==> src/rtl/bdd_tree_loader.sv <==
// Byte-stream loader for decision-tree node memories: parses a framed tree image,
// emits coefficient/child memory writes and raises tree_valid after a clean checksum.
module bdd_tree_loader #(
  parameter int ADDR_WIDTH  = 6,
  parameter int TIMEOUT_CYC = 1024
) (
  input  logic                  clk,
  input  logic                  rst_n,
  input  logic [7:0]            s_data,
  input  logic                  s_valid,
  output logic                  s_ready,
  input  logic                  abort,
  output logic                  coef_we,
  output logic [ADDR_WIDTH-1:0] coef_addr,
  output logic [47:0]           coef_wdata,
  output logic                  child_we,
  output logic [ADDR_WIDTH-1:0] child_addr,
  output logic [17:0]           child_wdata,
  output logic                  load_busy,
  output logic                  tree_valid,
  output logic                  load_err,
  output logic [1:0]            err_code
);

  localparam int DEPTH = 2 ** ADDR_WIDTH;
  localparam int TW    = $clog2(TIMEOUT_CYC + 1);

  typedef enum logic [1:0] {IDLE, COUNT, NODE, CHECK} state_t;

  state_t                  state, state_nx;
  logic [ADDR_WIDTH-1:0]   node_idx;
  logic [7:0]              n_reg;
  logic [3:0]              byte_idx;
  logic [7:0]              xor_acc;
  logic [7:0]              nbuf [0:7];
  logic [TW-1:0]           tmo_cnt;

  logic acc, hdr, cnt_bad, last_node, node_end, tmo_hit;

  always_comb begin
    acc       = s_valid && s_ready && !abort;
    hdr       = acc && (state == IDLE) && (s_data == 8'hA5);
    cnt_bad   = (s_data == 8'h00) || (int'(s_data) > DEPTH);
    last_node = (int'(node_idx) + 1) == int'(n_reg);
    node_end  = acc && (state == NODE) && (byte_idx == 4'd8);
    tmo_hit   = (state != IDLE) && !acc && (tmo_cnt == TW'(TIMEOUT_CYC - 1));
  end

  assign load_busy = (state != IDLE);

  always_ff @(posedge clk or negedge rst_n) begin
    if (!rst_n) state <= IDLE;
    else        state <= state_nx;
  end

  always_comb begin
    state_nx = state;
    if (abort)        state_nx = IDLE;
    else if (tmo_hit) state_nx = IDLE;
    else begin
      case (state)
        IDLE:  if (hdr) state_nx = COUNT;
        COUNT: if (acc) state_nx = cnt_bad ? IDLE : NODE;
        NODE:  if (node_end && last_node) state_nx = CHECK;
        CHECK: if (acc) state_nx = IDLE;
        default: state_nx = IDLE;
      endcase
    end
  end

  always_ff @(posedge clk or negedge rst_n) begin
    if (!rst_n) begin
      s_ready     <= 1'b0;
      coef_we     <= 1'b0;
      coef_addr   <= '0;
      coef_wdata  <= '0;
      child_we    <= 1'b0;
      child_addr  <= '0;
      child_wdata <= '0;
      tree_valid  <= 1'b0;
      load_err    <= 1'b0;
      err_code    <= '0;
      node_idx    <= '0;
      n_reg       <= '0;
      byte_idx    <= '0;
      xor_acc     <= '0;
      tmo_cnt     <= '0;
      for (int unsigned i = 0; i < 8; i++) nbuf[i] <= '0;
    end else begin
      s_ready  <= 1'b1;
      coef_we  <= 1'b0;
      child_we <= 1'b0;
      if (abort) begin
        // Strobes registered last cycle have already fired; only flags are dropped here.
        tree_valid <= 1'b0;
        load_err   <= 1'b0;
        err_code   <= '0;
        tmo_cnt    <= '0;
      end else begin
        if (state == IDLE || acc) tmo_cnt <= '0;
        else if (!tmo_hit)        tmo_cnt <= tmo_cnt + 1'b1;
        if (tmo_hit) begin
          load_err <= 1'b1;
          err_code <= 2'd3;
        end
        case (state)
          IDLE: if (hdr) begin
            tree_valid <= 1'b0;
            load_err   <= 1'b0;
            err_code   <= '0;
            node_idx   <= '0;
            byte_idx   <= '0;
            xor_acc    <= '0;
          end
          COUNT: if (acc) begin
            if (cnt_bad) begin
              load_err <= 1'b1;
              err_code <= 2'd1;
            end else begin
              n_reg   <= s_data;
              xor_acc <= s_data;
            end
          end
          NODE: if (acc) begin
            xor_acc <= xor_acc ^ s_data;
            if (byte_idx < 4'd8) begin
              nbuf[byte_idx[2:0]] <= s_data;
              byte_idx            <= byte_idx + 1'b1;
            end
            if (byte_idx == 4'd5) begin
              coef_we    <= 1'b1;
              coef_addr  <= node_idx;
              coef_wdata <= {nbuf[0], nbuf[1], nbuf[2], nbuf[3], nbuf[4], s_data};
            end
            if (byte_idx == 4'd8) begin
              child_we    <= 1'b1;
              child_addr  <= node_idx;
              child_wdata <= {nbuf[6][1:0], nbuf[7], s_data};
              byte_idx    <= '0;
              node_idx    <= node_idx + 1'b1;
            end
          end
          CHECK: if (acc) begin
            if (s_data == xor_acc) tree_valid <= 1'b1;
            else begin
              load_err <= 1'b1;
              err_code <= 2'd2;
            end
          end
          default: ;
        endcase
      end
    end
  end

endmodule

==> config.mk <==
export PLATFORM = sky130hd
export DESIGN_NAME = bdd_tree_loader
export DESIGN_NICKNAME = d
export VERILOG_FILES = /design/src/rtl/bdd_tree_loader.sv
export SDC_FILE = /design/constraint.sdc
export NUM_CORES = 1
export LEC_CHECK = 0
export ABC_CLOCK_PERIOD_IN_PS = 3050
export BUFFER_PORTS_ARGS = -buffer_cell sky130_fd_sc_hd__buf_2
export CAP_MARGIN = 20
export CORE_MARGIN = 2
export CORE_UTILIZATION = 50
export CTS_CLUSTER_SIZE = 16
export DETAILED_ROUTE_END_ITERATION = 6
export PLACE_DENSITY = 0.71
export SLEW_MARGIN = 0
export SYNTH_ARGS = -nofsm -noshare
export SYNTH_HDL_FRONTEND = slang
export SYNTH_SLANG_ARGS = --single-unit
==> constraint.sdc <==
create_clock -name clk -period 3.05 [get_ports clk]
set_input_delay 0.305 -clock clk [delete_from_list [all_inputs] [get_ports clk]]
set_output_delay 0.305 -clock clk [all_outputs]
set_load 0.02 [all_outputs]
==> reports/results.tsv <==
metric	value	unit
netlist_instances	585	
rsz0062_at_grt	false	
relSlewSlack	55.0	%
overflow	0	
synth.distinct_cells	56	
hpwlAfterDp	10800	microns
cts.sinks	174	
io_pins	98	
vias	4979	
cts_buffer_depth	2	
antenna_found_initial	0	
grt_pass1_wl	27300	microns
grt_pass1_vias	5164	
ir_drop	0.365	mV
sw_frac_of_total	21.9	%
cpLargestDelayFamily	simple AND/OR/NAND/NOR gates	
drive_gt1_share	41.5	%
postCtsSetupBuffers	0	
antennaDiodeCount	0	
rr_endpoint	nbuf[49]	
worst_pin_slew	0.666	ns
p_per_area	530	mW/mm^2
drt_iter0_drc	257	
die_area	0.0161	sq mm
cpMaxStageDelayCell	or4_1	
final_util	61.1	%
reg2reg_depth	5	
r2r_slack	0.48	ns
p_leak	4.72	nW
max_stage_delay	0.70	ns
arrival	2.88	ns
synth-simple-area-share	9.18	%
synth_fa_ha_area_share	1.65	%
finalHoldViolations	0	
ctsResizeCount	0	
min_to	err_code[0]	
cts_tree	built	
final.min_clock_period	2.57	ns
finalSetupTns	0	ns
seq_power_share	49.2	%
drtAntennaViolNets	0	
die_y	127	microns
hold_path_depth	2	
fin_cells	886	
critPathKind	register to register	
timing.final.crit_share	84.2	%
synth_edf_count	0	
crit_chain	inv_1 > ha_1 > nand3_2 > or4_1 > mux2_2	
fin_worst_skew	0.00685	ns
synth-compound-area-share	6.10	%
drc	0	
startpoint_type	register	
reg_top3	nbuf (50), coef_wdata (48), child_wdata (18)	
via_per_inst	5.62	
slew_violations	0	
largest_register_ff_count	50	
path_buf_inv	1	
wl	16700	microns
syn-num-nets	607	
r2r_start	state[0]	
start_util	51.7	%
synth_mux_area_share	20.1	%
cap_violations	0	
nNetsFinal	711	
syn_to_final_growth	18.2	%
die_w	127	microns
synth-seq-cells	174	
rows	44	
grtUsageTotal	21.9	%
required	3.36	ns
regMostFlops	nbuf	
numCtsBuffers	17	
ys_async_sr_fraction	100	%
power_frac_comb	3.7	%
min_path_type	input port to register	
cts_root_buf	clkbuf_16	
p_switching	1.04	mW
synth_xor_area_share	3.13	%
internal_power	3.71	mW
clock_latency	0.42	ns
cts.clk_slew.worst_paths	0.06	ns
avgSynthCellArea	12.9	sq um
postCtsHoldBufs	1	
h-tree-depth	4	
synth_top_family_by_area	multiplexers	
outcome	finished clean	
setup.worst_path.end_class	register	
setup_viol	0	
ys.flop_type	dfrtp_1	
portBuffers	97	
hold_start	abort	
netlist_area	0.00756	sq mm
core	0.0146	sq mm
dr.pass1.iters	6	
ys_seq_area_share	57.6	%
yosysWarnings	0	
place_congestion	0.819	
wl_per_cell	18.8	microns
grt_max_degree	70	
power_frac_clock	47.1	%
dp_cells	852	
worst-path-max-fanout	17	
timing.fmax	389	MHz
==> cells in the final DEF (no fill, tap or decap), drive strengths merged, types with 3 or more instances in the layout <==
cell	synthesis	final
dfrtp	174	174
mux2	133	133
buf	12	115
nand2	44	44
o21ai	33	33
clkbuf	20	22
xor2	21	21
nor2	21	21
inv	10	13
nand3	12	12
ha	10	10
a32o	9	9
nor4	9	9
nand4	8	8
nor3	6	6
xnor2	6	6
nand2b	4	4
a21oi	4	4
and2	4	4
and3	4	4
nor2b	3	3
a31oi	3	3
a22o	3	3
bufinv	0	3
clkinvlp	0	3
==> how the worst max path moves through the flow <==
| stage | cells past startpoint | endpoint | start |
|---|---|---|---|
| global placement | 9 | tmo_cnt[8] | state[0] |
| floorplan | 7 | tmo_cnt[1] | state[0] |
| finish | 5 | nbuf[49] | state[0] |
| CTS | 9 | tmo_cnt[5] | state[0] |
| global route | 5 | nbuf[51] | state[0] |
| detailed placement | 9 | tmo_cnt[5] | state[0] |
==> per-layer routing <==
layer  share of wire [%]  vias up  track usage [%]
met3                 5.6       28             6.03
met2                  48      140             35.3
met1                  45     2524             28.9
met5                   0        -                0
li1                    -     2287                -
met4                 2.1        0             7.63
==> per-stage QoR <==
| step | power (mW) | worst slack, ns | hold WS [ns] | cell area [sq um] |
|---|---|---|---|---|
| floorplan | 2.45 | 0.802 | 0.00941 | 7560 |
| global placement | 2.55 | 0.496 | 0.353 | 8310 |
| detailed placement | 2.56 | 0.410 | 0.363 | 8310 |
| CTS | 4.80 | 0.405 | 0.172 | 8940 |
| global route | 4.93 | 0.305 | 0.192 | 8940 |
| finish | 4.74 | 0.481 | 0.202 | 8940 |
==> final cells by class <==
cell class	instances	area (sq um)
clock buffers	21	460
clock inverters	11	155
fillers	1163	5700
inverters	10	37.5
multi-input cells	369	3040
flip-flops and latches	174	4350
well taps	184	230
repair buffers	117	667
==> synthesized netlist by cell type (2+ instances only) <==
library cell  instances  area, sq um
o211ai_1              2         15.0
buf_2                11         55.1
nor2_1               20         75.1
nand3_1              11         55.1
nand4_1               8         50.1
and3_1                4         25.0
or3_1                 2         12.5
o21ai_0              32          160
nand2b_1              4         25.0
a22o_1                3         26.3
a21oi_1               4         20.0
xnor2_1               6         52.6
nand2_1              44          165
o2111ai_1             2         17.5
dfrtp_1             174         4350
nor3b_1               2         15.0
nor3_1                6         30.0
xor2_1               21          184
inv_1                10         37.5
nor4_2                4         50.1
mux2i_1               2         20.0
ha_1                 10          125
and2_1                4         25.0
mux2_2              133         1500
nor2b_1               3         18.8
clkbuf_1             20         75.1
a32o_1                9         90.1
nor4_1                4         25.0
a31oi_1               3         18.8
==> power by group through the flow <==
stage / Sequential [mW] / Clock, mW / Combinational (mW)
final: 2.34 / 2.23 / 0.175
after floorplan: 2.37 / 0 / 0.0793
after global placement: 2.38 / 0 / 0.174
after global routing: 2.34 / 2.39 / 0.197
after detailed placement: 2.38 / 0 / 0.177
after CTS: 2.34 / 2.28 / 0.178
==> logic make-up (layout without fill, tap and decap cells) <==
family          count (synthesis)  in the layout
fa+ha+maj                      10             10
flops                         174            174
xor+xnor                       27             27
compound gates                 68             68
buf+inv                        42            159
other cells                     1              1
mux                           135            135
simple gates                  128            128
==> worst register-to-register path, delay by kind of cell, from the launching register on <==
kind,cells,cell delay [ns]
mux,1,0.37
buf+inv,1,0.15
fa+ha+maj,1,0.53
simple gates,2,0.98
flops,1,0.43
Power figures use the tool's default switching activity.
